===== config.mk =====
export PLATFORM = sky130hd
export DESIGN_NAME = display_scan_reader_flat
export DESIGN_NICKNAME = d
export VERILOG_FILES = /design/src/rtl/display_scan_reader_if.sv /design/src/rtl/display_scan_reader.sv /design/src/flat_wrapper.sv
export SDC_FILE = /design/constraint.sdc
export NUM_CORES = 1
export LEC_CHECK = 0
export BUFFER_PORTS_ARGS = -buffer_cell sky130_fd_sc_hd__buf_2
export CAP_MARGIN = 20
export CORE_MARGIN = 5
export CORE_UTILIZATION = 45
export DETAILED_ROUTE_END_ITERATION = 12
export SLEW_MARGIN = 5
export SYNTH_ARGS = -nofsm -noshare
export SYNTH_HDL_FRONTEND = slang
export SYNTH_SLANG_ARGS = --single-unit

===== constraint.sdc =====
create_clock -name clk -period 4.1 [get_ports clk]
set_input_delay 0.41 -clock clk [delete_from_list [all_inputs] [get_ports clk]]
set_output_delay 0.41 -clock clk [all_outputs]
set_load 0.01 [all_outputs]

===== src/rtl/display_scan_reader_if.sv =====
// Pixel stream interface between the scan reader and its downstream consumer.
//
// Signals:
//   pix_data  - pixel value, driven by the master
//   pix_valid - master has a pixel on pix_data
//   pix_ready - slave accepts the pixel this cycle
//   sof       - first pixel of the frame (qualified by pix_valid)
//   eol       - last pixel of a line (qualified by pix_valid)
//   eof       - last pixel of the frame (qualified by pix_valid)
//
// Modports: master (scan reader side), slave (consumer side).

interface display_scan_reader_if #(
    parameter int unsigned DATA_WIDTH = 8
);

    logic [DATA_WIDTH-1:0] pix_data;
    logic                  pix_valid;
    logic                  pix_ready;
    logic                  sof;
    logic                  eol;
    logic                  eof;

    modport master (
        output pix_data,
        output pix_valid,
        output sof,
        output eol,
        output eof,
        input  pix_ready
    );

    modport slave (
        input  pix_data,
        input  pix_valid,
        input  sof,
        input  eol,
        input  eof,
        output pix_ready
    );

endinterface


===== src/rtl/display_scan_reader.sv =====
// Display scan reader: on a start pulse, reads a whole frame out of a synchronous
// display RAM in ascending address order and streams it as pixels with
// sof/eol/eof framing over a valid/ready handshake.
//
// Ports:
//   clk        - single clock (also the RAM read clock)
//   reset_n    - asynchronous active-low reset
//   start      - one-cycle pulse, frame in RAM is complete; ignored while busy
//   rdaddress  - registered RAM read address
//   q          - RAM read data, valid one cycle after rdaddress is sampled
//   pix        - pixel stream (master modport of display_scan_reader_if)
//   busy       - scan in progress
//   frame_done - one-cycle pulse the cycle after the eof pixel is transferred
//
// Pipeline: rdaddress (address stage) -> q (RAM output stage) -> 4-entry FIFO.
// A read is issued only when FIFO occupancy plus reads in flight is below 4, so
// the FIFO can never overflow regardless of pix_ready.

module display_scan_reader #(
    parameter int unsigned DATA_WIDTH  = 8,
    parameter int unsigned ADDR_WIDTH  = 6,
    parameter int unsigned LINE_PIXELS = 8
) (
    input  logic                  clk,
    input  logic                  reset_n,
    input  logic                  start,
    output logic [ADDR_WIDTH-1:0] rdaddress,
    input  logic [DATA_WIDTH-1:0] q,
    display_scan_reader_if.master pix,
    output logic                  busy,
    output logic                  frame_done
);

    localparam logic [1:0] IDLE  = 2'd0;
    localparam logic [1:0] READ  = 2'd1;
    localparam logic [1:0] DRAIN = 2'd2;

    localparam logic [ADDR_WIDTH-1:0] LAST_ADDR = {ADDR_WIDTH{1'b1}};
    localparam logic [ADDR_WIDTH-1:0] LINE_LAST = ADDR_WIDTH'(LINE_PIXELS - 1);

    logic [1:0]            state_q, state_d;
    logic [ADDR_WIDTH-1:0] rdaddress_q, rdaddress_d;
    logic                  addr_vld_q, addr_vld_d;  // read presented on rdaddress now
    logic                  ram_vld_q;               // q carries a requested word now

    logic [DATA_WIDTH-1:0] fifo_mem [4];
    logic [1:0]            wr_ptr_q, rd_ptr_q;
    logic [2:0]            count_q, count_d;

    logic [ADDR_WIDTH-1:0] pix_idx_q;   // index of the pixel at the FIFO head
    logic [ADDR_WIDTH-1:0] line_cnt_q;  // position of the head pixel within its line
    logic                  frame_done_q;

    logic       push;
    logic       pop;
    logic       fifo_valid;
    logic       head_eof;
    logic [2:0] occupancy;
    logic       can_issue;

    assign push       = ram_vld_q;
    assign fifo_valid = (count_q != 3'd0);
    assign pop        = fifo_valid && pix.pix_ready;
    assign head_eof   = fifo_valid && (pix_idx_q == LAST_ADDR);

    // Conservative credit check: ignores a same-cycle pop, which still leaves
    // enough headroom for one pixel per cycle in steady state.
    assign occupancy  = count_q + {2'b00, addr_vld_q} + {2'b00, ram_vld_q};
    assign can_issue  = (occupancy < 3'd4);

    always_comb begin
        state_d     = state_q;
        rdaddress_d = rdaddress_q;
        addr_vld_d  = 1'b0;
        case (state_q)
            IDLE: begin
                // Pipeline is empty in IDLE, so the first read needs no credit check.
                if (start) begin
                    state_d     = READ;
                    rdaddress_d = '0;
                    addr_vld_d  = 1'b1;
                end
            end
            READ: begin
                if (rdaddress_q == LAST_ADDR) begin
                    // Last read already issued; park the address at 0 for the next frame.
                    state_d     = DRAIN;
                    rdaddress_d = '0;
                end else if (can_issue) begin
                    rdaddress_d = rdaddress_q + ADDR_WIDTH'(1);
                    addr_vld_d  = 1'b1;
                end
            end
            DRAIN: begin
                if (pop && head_eof) begin
                    state_d = IDLE;
                end
            end
            default: begin
                state_d = IDLE;
            end
        endcase
    end

    always_comb begin
        count_d = count_q;
        case ({push, pop})
            2'b10:   count_d = count_q + 3'd1;
            2'b01:   count_d = count_q - 3'd1;
            default: count_d = count_q;
        endcase
    end

    always_ff @(posedge clk or negedge reset_n) begin
        if (!reset_n) begin
            state_q      <= IDLE;
            rdaddress_q  <= '0;
            addr_vld_q   <= 1'b0;
            ram_vld_q    <= 1'b0;
            wr_ptr_q     <= 2'd0;
            rd_ptr_q     <= 2'd0;
            count_q      <= 3'd0;
            pix_idx_q    <= '0;
            line_cnt_q   <= '0;
            frame_done_q <= 1'b0;
        end else begin
            state_q      <= state_d;
            rdaddress_q  <= rdaddress_d;
            addr_vld_q   <= addr_vld_d;
            ram_vld_q    <= addr_vld_q;
            count_q      <= count_d;
            frame_done_q <= pop && head_eof;
            if (push) begin
                wr_ptr_q <= wr_ptr_q + 2'd1;
            end
            if (pop) begin
                rd_ptr_q  <= rd_ptr_q + 2'd1;
                pix_idx_q <= pix_idx_q + ADDR_WIDTH'(1);
                if (line_cnt_q == LINE_LAST) begin
                    line_cnt_q <= '0;
                end else begin
                    line_cnt_q <= line_cnt_q + ADDR_WIDTH'(1);
                end
            end
        end
    end

    // Storage needs no reset: outputs are gated by fifo_valid.
    always_ff @(posedge clk) begin
        if (push) begin
            fifo_mem[wr_ptr_q] <= q;
        end
    end

    assign rdaddress     = rdaddress_q;
    assign busy          = (state_q != IDLE);
    assign frame_done    = frame_done_q;

    assign pix.pix_valid = fifo_valid;
    assign pix.pix_data  = fifo_valid ? fifo_mem[rd_ptr_q] : '0;
    assign pix.sof       = fifo_valid && (pix_idx_q == '0);
    assign pix.eol       = fifo_valid && (line_cnt_q == LINE_LAST);
    assign pix.eof       = head_eof;

endmodule


===== src/flat_wrapper.sv =====
// flat-port wrapper written by rule: the top's interface ports become plain ports
module display_scan_reader_flat 
#(
    parameter int unsigned DATA_WIDTH  = 8,
    parameter int unsigned ADDR_WIDTH  = 6,
    parameter int unsigned LINE_PIXELS = 8
)
  (clk, reset_n, start, rdaddress, q, busy, frame_done, pix_pix_data, pix_pix_valid, pix_sof, pix_eol, pix_eof, pix_pix_ready);
  display_scan_reader_if #(.DATA_WIDTH(DATA_WIDTH)) pix_i ();
  input  logic clk;
  input  logic reset_n;
  input  logic start;
  output logic [ADDR_WIDTH-1:0] rdaddress;
  input  logic [DATA_WIDTH-1:0] q;
  output logic busy;
  output logic frame_done;
  output wire logic [$bits(pix_i.pix_data)-1:0] pix_pix_data;
  output wire logic [$bits(pix_i.pix_valid)-1:0] pix_pix_valid;
  output wire logic [$bits(pix_i.sof)-1:0] pix_sof;
  output wire logic [$bits(pix_i.eol)-1:0] pix_eol;
  output wire logic [$bits(pix_i.eof)-1:0] pix_eof;
  input wire logic [$bits(pix_i.pix_ready)-1:0] pix_pix_ready;
  assign pix_pix_data = pix_i.pix_data;
  assign pix_pix_valid = pix_i.pix_valid;
  assign pix_sof = pix_i.sof;
  assign pix_eol = pix_i.eol;
  assign pix_eof = pix_i.eof;
  assign pix_i.pix_ready = pix_pix_ready;
  display_scan_reader #(.DATA_WIDTH(DATA_WIDTH), .ADDR_WIDTH(ADDR_WIDTH), .LINE_PIXELS(LINE_PIXELS)) u_core (.clk(clk), .reset_n(reset_n), .start(start), .rdaddress(rdaddress), .q(q), .pix(pix_i), .busy(busy), .frame_done(frame_done));
endmodule

==> results of run 1 <==
## synthesized netlist by cell type, drive strengths merged (2+ instances only)
| cell | n |
|---|---|
| a21oi | 4 |
| buf | 2 |
| and3 | 4 |
| a31oi | 5 |
| dfrtp | 30 |
| nand2 | 19 |
| nand4 | 2 |
| o21ai | 8 |
| nand2b | 5 |
| xnor2 | 10 |
| edfxtp | 32 |
| mux2i | 2 |
| clkbuf | 2 |
| and2 | 5 |
| nor3 | 6 |
| inv | 14 |
| xor2 | 4 |
| nor2 | 8 |
| nand3 | 6 |
| ha | 10 |
| mux4 | 8 |
| nor2b | 10 |
## final timing paths
check,to,slack [ps],depth (start not counted),startpoint
min in group clk,u_core.fifo_mem[3][3]$_DFFE_PP_,300,1,q[3]
worst min register to register,u_core.push$_DFF_PN0_,430,0,u_core.addr_vld_q$_DFF_PN0_
worst max-delay path,pix_pix_data[7],1740,3,u_core.rd_ptr_q[0]$_DFFE_PN0N_
worst min-delay path,u_core.line_cnt_q[3]$_DFFE_PN0N_,120,1,reset_n
worst max register to register,u_core.count_q[2]$_DFFE_PN0P_,1980,8,u_core.count_q[1]$_DFFE_PN0P_
max in group asynchronous,u_core.count_q[1]$_DFFE_PN0P_,3530,1,reset_n
## stage by stage
stage	worst slack, ps	instances	instance area (sq um)	utilization [%]
after floorplan	2190	204	2770	-
after global placement	1990	307	3000	50.4
final	1740	323	3220	54.0
after global routing	1600	323	3220	54.0
after detailed placement	2000	307	3000	50.4
after CTS	1640	323	3220	54.0
## cell type report
type                    count  area share [%]
clock inverters             5            2.61
clock buffers              11            4.09
multi-input cells         124            30.5
repair buffers             32            5.06
inverters                  14            1.63
well taps                  75            2.92
flip-flops and latches     62            53.2
## registers in the layout, summed over array words and instances (netlist names), 2 cells and up
register and flops:
u_core.count_q 3, u_core.fifo_mem 32, u_core.line_cnt_q 6, u_core.pix_idx_q 6
u_core.rd_ptr_q 2, u_core.rdaddress 6, u_core.state_q 2, u_core.wr_ptr_q 2
## routing by layer
metal | part of all wire [%] | vias up | global-route usage [%]
met3 | 3.3 | 7 | 3.07
met5 | 0 | - | 0
met1 | 49 | 784 | 19.7
met2 | 46 | 21 | 20.3
met4 | 2.0 | 0 | 7.42
li1 | - | 805 | -
## power groups by stage
stage / Clock [mW] / Combinational (mW) / Sequential (mW)
after detailed placement: 0 / 0.809 / 1.07
after floorplan: 0 / 0.622 / 0.998
final: 0.579 / 0.794 / 1.05
after global placement: 0 / 0.802 / 1.07
after CTS: 0.595 / 0.813 / 1.06
after global routing: 0.624 / 0.898 / 1.09
## worst max-delay path, cell delays in order (launching register included)
cell	delay [ps]
dfrtp_1	720
mux4_2	570
nor2b_1	150
buf_2	180
## logic make-up (layout without fill, tap and decap cells)
family,Yosys count,after routing,share of synthesized area [%]
DFF,62,62,61.8
muxes,10,10,7.23
and+or+nand+nor,67,67,12.6
buffers and inverters,18,62,2.76
xor gates and xnor gates,14,14,4.43
adders and majority gates,11,11,5.24
AOI/OAI and AO/OA,22,22,5.92
==> results.cfg, run 1 <==
[status]
status = finished clean

[synthesis]
ys_ff_latch = 62
ys_async_sr_fraction_pct = 48.4
synth.avg_cell_area_sq_um = 13.6
synthCells = 204
syn_area_sq_um = 2770
yosysTopAreaCell = edfxtp_1
ys_types = 35
synth_area_leaders = edfxtp_1 35%, dfrtp_1 27%, mux4_2 6.5%
synth-seq-area-share_pct = 61.8
synth-warning-count = 0
synth_flop_cell = edfxtp_1
synth_top_area_share_pct = 34.7
synth_nets = 227
synth_edf_count = 32

[final_layout]
fillers = 507
multi_input_area_sq_um = 980
syn_to_final_growth_pct = 16.2
num_antenna_cells = 0
layout.nets = 266
ff_latch_area_sq_um = 1710
mostFrequentLayoutCells = 32 x edfxtp_1, 31 x buf_2, 30 x dfrtp_1
drive_above_1_share_pct = 25.0
final_common_cell = edfxtp_1

[power_and_ir_drop]
worst_ir_drop_vdd_v = 0.000366
swShare_pct = 35.0
internal-power_mw = 1.58
power_density_nw_per_um2 = 754
p_leak_nw = 1.33
net-switching-power_mw = 0.849
fin_total_pwr_mw = 2.43
power_frac_seq_pct = 43.4
pwr-share-comb_pct = 32.7
power.share.clock_pct = 23.9

[timing]
finalHoldViolations = 0
tns_ps = 0
hold_slack_ps = 119
worst_pin_slew_ps = 788
rsz0062_at_grt = no
fin_skew_ps = 9.64
finalCriticalPeriod_ps = 2360
slew_headroom_pct = 47.0
clock.fmax_mhz = 423
slew_violations = 0
setup_violations = 0
finalCritPeriodShare_pct = 57.6

[grt]
overflow = 0
grt_start_max_net_pins = 31
grt_pass1_wl_um = 8090
grt_usage_pct = 14.0
antenna_found_initial = 0
grt_pass1_vias = 1631

[cts]
path_clk_slew_ps = 70
root_buffer = clkbuf_8
insertion_delay_ps = 330
post_cts.repair.setup_buffers = 0
cts_buffers = 9
h-tree-depth = 3
cts_tree = done
cts_resized = 0
cts_buffer_depth = 2
clkSinkCount = 62
postCtsHoldBufs = 0

[routing]
via_per_inst = 5.01
num_vias = 1617
wire_per_inst_um = 14.8
firstDrtPassIters = 4
wl_um = 4770
drt_first_iter_violations = 50
ant_nets = 0
route.detailed.drc = 0

[hold_path]
hp-class = in -> async

[critical_path]
crit_arrival_ps = 1950
worst_setup_path_start_kind = flop
critical_path_class = reg -> out
crit_path_max_fanout = 10
crit_required_ps = 3690
end_kind = output pin

[place]
gp_congestion = 0.745
place_hpwl_um = 3230
portBuffers = 31

[floorplanning]
coreArea_sq_um = 5960
initial_utilization_pct = 46.5
dieWidth_um = 88.4
die_h_um = 88.4
dieArea_sq_um = 7820
pin_count = 32
rows = 28

[flow_run]
cap_violations = 0
(Power assumes the default switching activity.)
==> inputs of run 2 (changes only) <==
Settings changed: ABC_AREA set to 1, PLACE_DENSITY set to 0.66.
Clock period 4.1 ns to 1.9 ns, I/O delays scaled along.
==> results.cfg, run 2 <==
[synthesis]
yosysTopAreaCell = edfxtp_1
synthCells = 296
synth_top_area_share_pct = 32.9
syn_area_sq_um = 2920
synthXorXnorAreaFrac_pct = 4.20
synth_edf_count = 32
yosysMostFrequentCell = nand2_1
muxShareOfSynthArea_pct = 0
synth_compound_area_share_pct = 6.05
synth-warning-count = 0
synth.avg_cell_area_sq_um = 9.86
synthSimpleGateAreaFrac_pct = 20.7
ys_ff_latch = 62
synthAdderAreaFrac_pct = 4.97
synth_common_cells = 58 x nand2_1, 51 x nor2_1, 32 x edfxtp_1, 30 x dfrtp_1, 22 x inv_1
synth_nets = 319
ys_async_sr_fraction_pct = 48.4
synth_flop_cell = edfxtp_1
synth-seq-area-share_pct = 58.7
synth_top_family_by_area = simple AND/OR/NAND/NOR gates
ys_types = 30
synth_area_leaders = edfxtp_1 33%, dfrtp_1 26%, nand2_1 7.5%

[final_layout]
fillers = 596
drive_above_1_share_pct = 20.3
largest-register = u_core.fifo_mem
finalNonFillerCells = 421
final_common_cell = nand2_1
largest_register_ffs = 32
mostFrequentLayoutCells = 58 x nand2_1, 51 x nor2_1, 32 x edfxtp_1
syn_to_final_growth_pct = 16.3
multi_input_area_sq_um = 1050
num_antenna_cells = 0
layout.nets = 362
ff_latch_area_sq_um = 1710

[flow_run]
cap_violations = 0

[routing]
firstDrtPassIters = 4
wire_per_inst_um = 12.6
num_vias = 2004
wl_um = 5300
ant_nets = 0
drt_first_iter_violations = 77
route.detailed.drc = 0
via_per_inst = 4.76

[floorplanning]
coreArea_sq_um = 6310
die_h_um = 90.5
rows = 29
dieWidth_um = 90.5
dieArea_sq_um = 8190
initial_utilization_pct = 46.2
pin_count = 32

[timing]
rsz0062_at_grt = no
fin_skew_ps = 7.31
setup_violations = 0
slew_violations = 0
tns_ps = 0
finalCritPeriodShare_pct = 94.4
finalHoldViolations = 0
clock.fmax_mhz = 557
hold_slack_ps = 73.8
finalCriticalPeriod_ps = 1790
worst_pin_slew_ps = 669
slew_headroom_pct = 55.4

[critical_path]
end_kind = flop
crit_path_max_fanout = 4
critical_path_class = reg -> reg
crit_arrival_ps = 2000
worst_setup_path_start_kind = flop
crit_required_ps = 2110

[grt]
overflow = 0
grt_use_met3_pct = 2.92
grt_start_max_net_pins = 31
use_met2_pct = 22.9
top_usage_layer = met2
grt_pass1_vias = 1953
antenna_found_initial = 0
met1_usage_pct = 17.0
grt_pass1_wl_um = 9130
grt_usage_pct = 14.0

[cts]
h-tree-depth = 3
cts_tree = done
cts_buffer_depth = 2
root_buffer = clkbuf_8
path_clk_slew_ps = 70
cts_buffers = 9
clkSinkCount = 62
insertion_delay_ps = 330

[place]
place_hpwl_um = 3610
dp_cells = 403
gp_congestion = 0.791
portBuffers = 31

[hold_path]
hp-class = in -> reg

[power_and_ir_drop]
fin_total_pwr_mw = 5.67
power_density_nw_per_um2 = 1670
worst_ir_drop_vdd_v = 0.000759
p_leak_nw = 1.57

[status]
status = finished clean
run 2: cell type report:
type / instances / area share (%)
flip-flops and latches: 62 / 50.5
repair buffers: 38 / 6.19
clock buffers: 10 / 3.76
well taps: 77 / 2.84
clock inverters: 6 / 2.25
inverters: 32 / 3.61
multi-input cells: 196 / 30.9
run 2: cell families after synthesis:
group | count (synthesis)
buffers and inverters | 38
AND/OR/NAND/NOR | 137
adder cells (fa/ha/maj) | 11
AO/OA/AOI/OAI | 34
flip-flops | 62
XOR/XNOR | 14
run 2: final timing paths:
| kind | from | end | slack, ps | cells after the start |
|---|---|---|---|---|
| max | u_core.count_q[1]$_DFFE_PN0P_ | u_core.count_q[2]$_DFFE_PN0P_ | 110 | 10 |
| min | q[3] | u_core.fifo_mem[3][3]$_DFFE_PP_ | 70 | 1 |
| max reg2reg | u_core.count_q[1]$_DFFE_PN0P_ | u_core.count_q[2]$_DFFE_PN0P_ | 110 | 10 |
| min reg2reg | u_core.addr_vld_q$_DFF_PN0_ | u_core.push$_DFF_PN0_ | 380 | 0 |
| max in group asynchronous | reset_n | u_core.rd_ptr_q[0]$_DFFE_PN0N_ | 1000 | 2 |
| min in group asynchronous | reset_n | u_core.rd_ptr_q[1]$_DFFE_PN0N_ | 430 | 2 |
run 2: where the power goes:
group | switching [mW] | internal [mW]
combinational | 1.32 | 0.856
clock | 0.482 | 0.723
sequential | 0.375 | 1.91
run 2: stage by stage:
step / instance area (sq um) / utilization, % / setup slack, ps
6_report: 3390 / 53.8 / 106
5_1_grt: 3390 / 53.8 / 11.7
4_1_cts: 3390 / 53.6 / 81.7
3_5_place_dp: 3170 / 50.2 / 124
3_3_place_gp: 3170 / 50.2 / 161
2_1_floorplan: 2920 / - / 9.50
run 2: critical path, stage by stage, from the launching register on:
cell     delay [ps]
dfrtp_1         400
inv_2            80
nand3_4          90
nand2_4          60
inv_4            50
ha_1            120
inv_1            70
fa_1            390
a21oi_1         150
o21ai_0         120
xor2_1          160
run 2: what timing repair did:
action / 4_1_cts / 5_1_grt
setup buffers: 0 / 1
setup endpoints to repair: 0 / 3
hold buffers: 1 / 0
gates resized for setup: 0 / 1
hold endpoints to repair: 30 / 0
run 2: per-layer routing:
metal	routed length [um]	part of all wire (%)
met1	2420	46
met4	140	2.6
met5	0	0
met3	162	3.1
met2	2570	49
